<file path="src/rtl/adc_spi_reader.sv">
// SPI master that clocks one MSB-first conversion frame out of the radar ADC per Start.
// Emits the low DataBits of the frame with a one-cycle Valid strobe, then enforces a quiet gap.
module adc_spi_reader #(
    parameter int ClkDiv      = 2,
    parameter int FrameBits   = 16,
    parameter int DataBits    = 12,
    parameter int QuietCycles = 8
) (
    input  logic                Clk,
    input  logic                nReset,
    input  logic                Start,
    output logic                ADC_nCS,
    output logic                ADC_SClk,
    input  logic                ADC_Data,
    output logic [DataBits-1:0] Data,
    output logic                Valid,
    output logic                Busy,
    output logic                Overrun
);
    localparam int DW = $clog2(ClkDiv + 1);
    localparam int BW = $clog2(FrameBits + 1);
    localparam int QW = $clog2(QuietCycles + 1);
    localparam logic [DW-1:0] DIV_LAST   = DW'(ClkDiv - 1);
    localparam logic [BW-1:0] BIT_LAST   = BW'(FrameBits - 1);
    localparam logic [QW-1:0] QUIET_LAST = QW'(QuietCycles - 1);

    typedef enum logic [1:0] {IDLE, SETUP, SHIFT, QUIET} state_t;

    state_t                 state_q, state_d;
    logic [DW-1:0]          div_q, div_d;
    logic [BW-1:0]          bit_q, bit_d;
    logic [QW-1:0]          quiet_q, quiet_d;
    logic [FrameBits-1:0]   shift_q, shift_d;
    logic                   adc_data_q;
    logic                   ncs_q, ncs_d;
    logic                   sclk_q, sclk_d;
    logic [DataBits-1:0]    data_q, data_d;
    logic                   valid_q, valid_d;
    logic                   busy_q, busy_d;
    logic                   overrun_q, overrun_d;

    always_comb begin
        state_d   = state_q;
        div_d     = div_q;
        bit_d     = bit_q;
        quiet_d   = quiet_q;
        shift_d   = shift_q;
        ncs_d     = ncs_q;
        sclk_d    = sclk_q;
        data_d    = data_q;
        valid_d   = 1'b0;
        busy_d    = busy_q;
        overrun_d = Start & busy_q;

        unique case (state_q)
            IDLE: begin
                if (Start) begin
                    ncs_d   = 1'b0;
                    busy_d  = 1'b1;
                    div_d   = '0;
                    state_d = SETUP;
                end
            end
            SETUP: begin
                if (div_q == DIV_LAST) begin
                    div_d   = '0;
                    bit_d   = '0;
                    sclk_d  = 1'b0;
                    state_d = SHIFT;
                end else begin
                    div_d = div_q + DW'(1);
                end
            end
            SHIFT: begin
                if (div_q != DIV_LAST) begin
                    div_d = div_q + DW'(1);
                end else begin
                    div_d = '0;
                    if (!sclk_q) begin
                        // Sample on the edge that raises SClk: data settled a half-period ago.
                        sclk_d  = 1'b1;
                        shift_d = {shift_q[FrameBits-2:0], adc_data_q};
                    end else if (bit_q == BIT_LAST) begin
                        ncs_d   = 1'b1;
                        data_d  = shift_q[DataBits-1:0];
                        valid_d = 1'b1;
                        quiet_d = '0;
                        state_d = QUIET;
                    end else begin
                        bit_d  = bit_q + BW'(1);
                        sclk_d = 1'b0;
                    end
                end
            end
            QUIET: begin
                if (quiet_q == QUIET_LAST) begin
                    busy_d  = 1'b0;
                    state_d = IDLE;
                end else begin
                    quiet_d = quiet_q + QW'(1);
                end
            end
            default: state_d = IDLE;
        endcase
    end

    always_ff @(posedge Clk or negedge nReset) begin
        if (!nReset) begin
            state_q    <= IDLE;
            div_q      <= '0;
            bit_q      <= '0;
            quiet_q    <= '0;
            shift_q    <= '0;
            adc_data_q <= 1'b0;
            ncs_q      <= 1'b1;
            sclk_q     <= 1'b1;
            data_q     <= '0;
            valid_q    <= 1'b0;
            busy_q     <= 1'b0;
            overrun_q  <= 1'b0;
        end else begin
            state_q    <= state_d;
            div_q      <= div_d;
            bit_q      <= bit_d;
            quiet_q    <= quiet_d;
            shift_q    <= shift_d;
            adc_data_q <= ADC_Data;
            ncs_q      <= ncs_d;
            sclk_q     <= sclk_d;
            data_q     <= data_d;
            valid_q    <= valid_d;
            busy_q     <= busy_d;
            overrun_q  <= overrun_d;
        end
    end

    assign ADC_nCS  = ncs_q;
    assign ADC_SClk = sclk_q;
    assign Data     = data_q;
    assign Valid    = valid_q;
    assign Busy     = busy_q;
    assign Overrun  = overrun_q;
endmodule
</file>
<file path="config.mk">
export PLATFORM = sky130hd
export DESIGN_NAME = adc_spi_reader
export DESIGN_NICKNAME = d
export VERILOG_FILES = /design/src/rtl/adc_spi_reader.sv
export SDC_FILE = /design/constraint.sdc
export NUM_CORES = 1
export LEC_CHECK = 0
export CORE_MARGIN = 2
export CORE_UTILIZATION = 35
export DETAILED_ROUTE_END_ITERATION = 8
export GPL_TIMING_DRIVEN = 0
export HOLD_SLACK_MARGIN = 0.05
export PLACE_DENSITY = 0.59
export SYNTH_ARGS = -nofsm -noshare
export SYNTH_HDL_FRONTEND = slang
export SYNTH_SLANG_ARGS = --single-unit
</file>
<file path="constraint.sdc">
create_clock -name Clk -period 1.6 [get_ports Clk]
set_input_delay 0.32 -clock Clk [delete_from_list [all_inputs] [get_ports Clk]]
set_output_delay 0.32 -clock Clk [all_outputs]
set_load 0.1 [all_outputs]
</file>
==> results.json <==
{
  "run_status": "finished with violations",
  "failed_checks": "negative setup slack",
  "wl_per_cell_um": 15.4,
  "commonest_cells_after_routing_fill_and_taps_aside": "sky130_fd_sc_hd__dfrtp_1, sky130_fd_sc_hd__clkdlybuf4s15_2, sky130_fd_sc_hd__nand2_1, sky130_fd_sc_hd__mux2_2, sky130_fd_sc_hd__mux2_4",
  "total_cts_buffers": 5,
  "route.antenna.remaining_nets": 0,
  "synth_edf_count": 0,
  "layout_commonest_cell": "sky130_fd_sc_hd__dfrtp_1",
  "floorplan.io_pins": 21,
  "crit_end_category": "register",
  "syn-mean-instance-area_um2": 12.3,
  "timing.hold.worst_endpoint": "adc_data_q$_DFF_PN0_",
  "period_needed_ns": 1.75,
  "maxSlewViolCount": 0,
  "crit_path_max_incr_delay_ns": 0.36,
  "worst_hold_path_type": "in -> reg",
  "yosysWarnings": 0,
  "drt-total-wl_um": 4290,
  "postSynthNetCount": 176,
  "p_per_area_nw_per_um2": 793,
  "cts.root.buffer_cell": "sky130_fd_sc_hd__clkbuf_8",
  "fmaxAchievable_ghz": 0.571,
  "filler_cell_count": 483,
  "worstPathCellList": "ha_2 > and3_4 > ha_4 > nand2_4 > nor3_4 > buf_6 > mux2_4",
  "finClkSkew_ns": 0.00464,
  "register_area_um2": 1080,
  "layout_setup_ws_ns": -0.152,
  "floorplan.die.height_um": 79.6,
  "gr-usage-all-layers_pct": 14.7,
  "setup_violations": 22,
  "final_net_count": 218,
  "cp_max_fo": 5,
  "tot_pwr_mw": 2.15,
  "worst_hold_startpoint": "ADC_Data",
  "numPortBuffers": 20,
  "synthesis.area_um2": 2000,
  "cap_viol_max_count": 0,
  "reg2reg_to": "Data[4]$_DFFE_PN0P_",
  "vdd_drop_max_mv": 0.524,
  "whs_path_depth": 1,
  "clkSlewWorstSetupHoldPaths_ns": 0.08,
  "grt_max_degree": 26,
  "hold_violations": 0,
  "post-dp-hpwl_um": 2830,
  "tritoncts": "done",
  "post_drt_via_cell_ratio": 5.23,
  "std_cell_rows": 27,
  "floorplan.initialDensity_pct": 36.3,
  "drc_errors": 0,
  "final_layout_size_suffix_gt1_share_pct": 46.6,
  "htreeDepth": 2,
  "synth_ff_type": "sky130_fd_sc_hd__dfrtp_1",
  "multi_input_comb_area_um2": 1000,
  "area_delta_synth_final_pct": 35.8,
  "placedCellCount": 256,
  "rrSetupSlack_ns": -0.15,
  "fin_hold_ws_ns": 0.484,
  "number_of_global_route_vias_before_repair": 1472,
  "gpl.final_weighted_congestion": 0.844,
  "worstSetupPathType": "reg -> reg",
  "cp_data_required_time_ns": 1.77,
  "routed-via-count": 1453,
  "critical_path.startpoint_type": "register",
  "final_standard_cell_count_with_taps_included_and_fillers_excluded": 278,
  "timing.critical_path.arrival_ns": 1.93,
  "worst-path-buf-inv": 1,
  "layout.core_utilization_pct": 49.3,
  "async_flop_share_pct": 100,
  "die_width_um": 79.6,
  "global_route_wire_length_before_repair_um": 7200,
  "slew-limit-headroom_pct": 63.4,
  "r2r-start": "bit_q[1]$_DFFE_PN0P_",
  "rsz0062_at_grt": "yes",
  "synth_cells": 163,
  "number_of_antenna_violations_at_the_first_check_in_global_routing": 0,
  "grt_overflow": 0,
  "crit_path_top_delay_cell": "sky130_fd_sc_hd__dfrtp_1",
  "timing.critical_path.max_delay_family": "simple AND/OR/NAND/NOR gates",
  "dieArea_um2": 6340,
  "first_pass_iters": 4,
  "cts.path.max_buffers": 2,
  "drtIter0Drc": 56,
  "rr_worst_depth": 7,
  "final.period_utilization_pct": 109,
  "clock_sink_count": 43,
  "total_leakage_power_nw": 1.21,
  "postSynthRegisterBits": 43,
  "diodes": 0,
  "synth_seq_area_share_pct": 53.9,
  "clk-insertion-delay-late_ns": 0.29,
  "placeableCoreArea_um2": 5510,
  "worstMarginPinSlew_ns": 0.552,
  "post_synth_num_cell_types": 37
}
## cell usage after synthesis, types with 2 or more instances
cell,n,share of area [%]
sky130_fd_sc_hd__buf_6,2,1.1
sky130_fd_sc_hd__ha_1,9,5.6
sky130_fd_sc_hd__and3_1,5,1.6
sky130_fd_sc_hd__nor2b_1,4,1.3
sky130_fd_sc_hd__dfstp_2,2,2.6
sky130_fd_sc_hd__nand2_1,14,2.6
sky130_fd_sc_hd__o21ai_0,9,2.3
sky130_fd_sc_hd__inv_1,6,1.1
sky130_fd_sc_hd__nor2_1,7,1.3
sky130_fd_sc_hd__dfrtp_1,41,51
sky130_fd_sc_hd__a221o_1,3,1.5
sky130_fd_sc_hd__nor3b_1,2,0.75
sky130_fd_sc_hd__mux2i_1,3,1.5
sky130_fd_sc_hd__nand3_1,3,0.75
sky130_fd_sc_hd__mux2_2,25,14
sky130_fd_sc_hd__a21oi_1,7,1.8
## report_power, final
part	internal, mW	switching (mW)	total (mW)
Combinational	0.0256	0.0282	0.0538
Sequential	1.10	0.0117	1.11
Clock	0.624	0.361	0.985
## worst register-to-register path, stage by stage, from the launching register on
cell,delay [ns]
sky130_fd_sc_hd__dfrtp_1,0.36
sky130_fd_sc_hd__ha_2,0.18
sky130_fd_sc_hd__and3_4,0.21
sky130_fd_sc_hd__ha_4,0.14
sky130_fd_sc_hd__nand2_4,0.04
sky130_fd_sc_hd__nor3_4,0.21
sky130_fd_sc_hd__buf_6,0.18
sky130_fd_sc_hd__mux2_4,0.31
## state kept, by name, summed over array words and instances (netlist names)
name	flops
Busy	1
div_q	2
ADC_SClk	1
Data	12
ADC_nCS	1
Valid	1
state_q	2
adc_data_q	1
bit_q	5
shift_q	12
Overrun	1
quiet_q	4
## worst max path at each step
stage                         startpoint                endpoint  slack [ns]  cells after the start
floorplan           ADC_SClk$_DFFE_PN1P_    Data[10]$_DFFE_PN0P_       -0.12                      4
global placement                  nReset     Data[6]$_DFFE_PN0P_       -0.86                      1
detailed placement  ADC_SClk$_DFFE_PN1P_                ADC_SClk       -0.50                      1
CTS                 bit_q[0]$_DFFE_PN0P_     Data[6]$_DFFE_PN0P_       -0.19                      7
global route        bit_q[0]$_DFFE_PN0P_  quiet_q[0]$_DFFE_PN0P_       -0.21                      7
finish              bit_q[1]$_DFFE_PN0P_     Data[4]$_DFFE_PN0P_       -0.15                      7
## stage by stage
| step | setup slack [ns] | instance area (um2) | setup TNS (ns) |
|---|---|---|---|
| finish | -0.152 | 2720 | -2.16 |
| global route | -0.206 | 2720 | -4.14 |
| CTS | -0.194 | 2620 | -3.68 |
| detailed placement | -0.498 | 2320 | -9.91 |
| global placement | -0.863 | 2300 | -44.12 |
| floorplan | -0.124 | 2010 | -1.17 |
## per-layer routing
layer	GRT usage, %	wire (um)
met5	0	0
met4	5.17	60
met3	3.62	204
met2	22.9	2160
met1	19.8	1870
## cell families (layout without fill, tap and decap cells)
logic type      Yosys count  count (layout)  share of synthesized area (%)
simple gates             46              46                           12.7
flops                    43              43                           53.9
mux                      28              28                           15.6
compound gates           27              27                           9.51
buf+inv                  10              53                           2.69
fa+ha+maj                 9               9                           5.63
## layout make-up
type                            count  share of cell area (%)
Clock inverter                      2                    2.21
Multi-Input combinational cell    110                    36.9
Sequential cell                    43                    39.8
Timing Repair Buffer               35                    12.9
Inverter                            6                   0.829
Clock buffer                        6                    2.67
Tap cell                           72                    3.32
Buffer                              4                    1.29
## what timing repair did
| item | in CTS | in global routing |
|---|---|---|
| endpoints found under the hold margin | 17 | 0 |
| buffers inserted | 8 | 4 |
| pin swaps | 4 | 3 |
| gates cloned | 1 | 0 |
| hold buffers | 1 | 0 |
| endpoints found under the setup margin | 53 | 41 |
| gates resized for setup | 80 | 20 |
(Power assumes the default switching activity.)
==> patch 1, RTL diff (same flow settings) <==
Register the inputs `Start` and `ADC_Data` before use, without a reset. The logic sees them one clock later.
--- a/src/rtl/adc_spi_reader.sv
+++ b/src/rtl/adc_spi_reader.sv
@@ -26,6 +26,14 @@
 
     typedef enum logic [1:0] {IDLE, SETUP, SHIFT, QUIET} state_t;
 
+    logic Start_q;
+    logic ADC_Data_q;
+
+    always_ff @(posedge Clk) begin
+        Start_q    <= Start;
+        ADC_Data_q <= ADC_Data;
+    end
+
     state_t                 state_q, state_d;
     logic [DW-1:0]          div_q, div_d;
     logic [BW-1:0]          bit_q, bit_d;
@@ -50,11 +58,11 @@
         data_d    = data_q;
         valid_d   = 1'b0;
         busy_d    = busy_q;
-        overrun_d = Start & busy_q;
+        overrun_d = Start_q & busy_q;
 
         unique case (state_q)
             IDLE: begin
-                if (Start) begin
+                if (Start_q) begin
                     ncs_d   = 1'b0;
                     busy_d  = 1'b1;
                     div_d   = '0;
@@ -124,7 +132,7 @@
             bit_q      <= bit_d;
             quiet_q    <= quiet_d;
             shift_q    <= shift_d;
-            adc_data_q <= ADC_Data;
+            adc_data_q <= ADC_Data_q;
             ncs_q      <= ncs_d;
             sclk_q     <= sclk_d;
             data_q     <= data_d;
Check against the original RTL: not equivalent (Yosys sat finds a counterexample within 4 cycles, from zero or initial values and one cycle with nReset low).
==> patch 1 against the unedited design <==
- the run still ends with negative setup slack left
- count of clock-buffer cells in the layout is the same
- hold slack lost 150 ps
- fmax shrank 2.6%
- sequential cell count grew 2
- utilization grew 0.52 points
- synthesized cell count grew 1.2%
- non-clock buffer count grew 1
- wire length shrank 2.9%
- setup slack lost 46 ps
- first-iteration DRC count grew 3.6%
- synthesized area grew 2.0%
- cell area grew 2.3%
- critical endpoint is now Data[8]$_DFFE_PN0P_
- largest cell class unchanged
Power is not compared: it rests on default switching activity, and its combinational part moved more than twofold at a synthesized area within 25%.
==> patch 1: results (changes against the unedited design) <==
* Run status: finished with violations
* Failing checks: negative setup slack
* Via/cell ratio at 5.16 (-1.3%)
* Syn nets at 178 (+1.1%)
* Placed Instances at 258 (+0.78%)
* Worst-margin pin slew at 548 ps (-3.62 ps)
* Nets at 221 (+1.4%)
* Crit path DAT at 1980 ps (+50 ps)
* Detailed placer's ending HPWL at 2690 µm (-5.0%)
* Syn Area/Cell at 12.4 µm² (+0.76%)
* Worst setup path endpoint: Data[8]$_DFFE_PN0P_
* Post-synthesis mux area share at 15.3% (-0.31 points)
* Worst Slack Setup Final at -198 ps (-46.3 ps)
* Worst slack at placement at -495 ps (+3.20 ps)
* Share of post-route cells with drive strength above 1 at 47.8% (+1.2 points)
* Post-synthesis compound-gate area fraction at 9.32% (-0.19 points)
* Area after DPL at 2360 µm² (+1.4%)
* Adder-cell share of the synthesized area at 5.52% (-0.11 points)
* Endpoints failing setup at 30 (+36%)
* TNS Setup at -3670 ps (-1510 ps)
* Tot GR Track Use at 13.0% (-1.6 points)
* WL/cell at 14.8 µm (-3.9%)
* Synth top area cells: dfrtp_1 (50%), mux2_2 (14%), ha_1 (5.5%)
* Port bufs at 20 (unchanged)
* Hold slack at 338 ps (-145 ps)
* Largest net degree at the start of global routing at 32 (+23%)
* First-pass GRT wire length at 6380 µm (-11%)
patch 1: layout make-up:
class	instances	share of cell area, %
plain buffers	4	1.26
clock buffers	6	2.61
clock inverters	2	1.40
inverters	6	0.810
multi-input cells	110	37.6
flip-flops and latches	45	40.4
well taps	72	3.24
repair buffers	36	12.7
patch 1: worst min-delay path by stage:
stage | start | to | cells past startpoint
after global routing | ADC_Data_q$_DFF_P_ | adc_data_q$_DFF_PN0_ | 0
final | ADC_Data_q$_DFF_P_ | adc_data_q$_DFF_PN0_ | 0
after floorplan | nReset | Busy$_DFFE_PN0P_ | 0
after global placement | ADC_Data_q$_DFF_P_ | adc_data_q$_DFF_PN0_ | 0
after detailed placement | nReset | quiet_q[1]$_DFFE_PN0P_ | 1
after CTS | ADC_Data_q$_DFF_P_ | adc_data_q$_DFF_PN0_ | 0
patch 1: power by group:
| part | total, µW | internal [µW] | switching [µW] |
|---|---|---|---|
| sequential | 1410 | 1280 | 138 |
| clock | 842 | 469 | 373 |
| combinational | 1300 | 567 | 731 |
| total | 3550 | 2310 | 1240 |
patch 1: metal layers:
layer | share of wire, % | global-route usage (%) | routed length, µm
met1 | 45 | 16.6 | 1900
met2 | 49 | 21.2 | 2060
met3 | 2.5 | 3.37 | 106
met4 | 2.6 | 5.08 | 108
met5 | 0 | 0 | 0
patch 1: timing repair:
action | CTS | global route
hold endpoints to repair | 11 | 0
resized for setup | 64 | 48
setup buffers | 6 | 7
gates cloned | 0 | 1
hold buffers | 1 | 0
endpoints found under the setup margin | 52 | 40
pin swaps | 3 | 7
patch 1: worst reg2reg max path: stages (launching register included):
cell,delay [ps]
dfrtp_1,360
ha_2,190
and3_4,210
ha_4,140
nand2_4,50
nor3_4,250
buf_6,180
mux2_4,300
==> patch 2, RTL diff (same settings) <==
Without the edit above. Set the parameter `ClkDiv` to 1 (it was 2).
--- a/src/rtl/adc_spi_reader.sv
+++ b/src/rtl/adc_spi_reader.sv
@@ -1,7 +1,7 @@
 // SPI master that clocks one MSB-first conversion frame out of the radar ADC per Start.
 // Emits the low DataBits of the frame with a one-cycle Valid strobe, then enforces a quiet gap.
 module adc_spi_reader #(
-    parameter int ClkDiv      = 2,
+    parameter int ClkDiv      = 1,
     parameter int FrameBits   = 16,
     parameter int DataBits    = 12,
     parameter int QuietCycles = 8
Check against the original RTL: not equivalent (a bounded check fails within 4 cycles, from zero or initial values and one cycle with nReset low).
==> patch 2 against the unedited design <==
- the flow still finishes with violations (negative setup slack)
- global-route usage is 0.81 points lower
- sequential cell count fell by 2
- setup slack gained 0.77 ps
- sequential share of layout area is 0.44 points higher
- final cell count fell by 5.8%
- die area shrank 6.6%
- cell area fell by 5.7%
- critical path type unchanged
- synthesized area decreased by 6.9%
- wire length shrank 10%
Power is not compared: it rests on default switching activity, and its combinational part moved more than twofold at a synthesized area within 25%.
==> patch 2: results (changes against the unedited design) <==
* Endpoints failing setup at 19 (-14%)
* Comb_multi_in at 93 (-15%)
* Post-synthesis compound-gate area fraction at 8.74% (-0.77 points)
* Share of post-route cells with drive strength above 1 at 47.9% (+1.3 points)
* Failing checks: negative setup slack
* Final core occ at 50.2% (+0.84 points)
* Vias in the first global route at 1,399 (-5.0%)
* Worst Slack Setup Final at -151 ps (+0.769 ps)
* Syn Area/Cell at 12.7 µm² (+3.2%)
* Hold Path Class: in -> async
* Yosys reg bits at 41 (-4.7%)
* Placed Instances at 237 (-7.4%)
* Metal3 WL at 104 µm (-49%)
* Post-CTS Setup Inserts at 9 (+1)
* Largest net degree at the start of global routing at 42 (+62%)
* Run status: finished with violations
* Tot GR Track Use at 13.8% (-0.81 points)
* Commonest cells in the netlist: dfrtp_1 (39), mux2_2 (25), nand3_1 (11)
* Worst slack at placement at -451 ps (+47.5 ps)
* RR Endpoint: state_q[1]$_DFFE_PN0P_
* Detailed placer's ending HPWL at 2440 µm (-14%)
* Die area at 5920 µm² (-6.6%)
* Non-clock buffer share of cell area at 16.7% (+2.6 points)
* Multi-input gate area at 892 µm² (-11%)
* Final Wtd Congestion at 0.823 (-2.4%)
-- patch 2: power by group --
| part | switching, µW | total (µW) | internal [µW] |
|---|---|---|---|
| sequential | 287 | 1680 | 1390 |
| combinational | 1240 | 2390 | 1160 |
| clock | 354 | 695 | 341 |
-- patch 2: worst min-delay path by stage --
stage | cells after the start | from | end | slack, ps
after global routing | 1 | nReset | Busy$_DFFE_PN0P_ | 220
final | 1 | nReset | Busy$_DFFE_PN0P_ | 150
after global placement | 1 | adc_data_q$_DFF_PN0_ | shift_q[0]$_DFFE_PN0P_ | 460
after detailed placement | 1 | adc_data_q$_DFF_PN0_ | shift_q[0]$_DFFE_PN0P_ | 470
after CTS | 1 | nReset | Busy$_DFFE_PN0P_ | 180
after floorplan | 0 | nReset | Busy$_DFFE_PN0P_ | 20
-- patch 2: worst max-delay path: stages, from the launching register on --
cell      delay (ps)
dfrtp_1          360
ha_2             190
and3_4           210
ha_4             170
nand2_4           70
a221oi_4         310
mux2_4           320
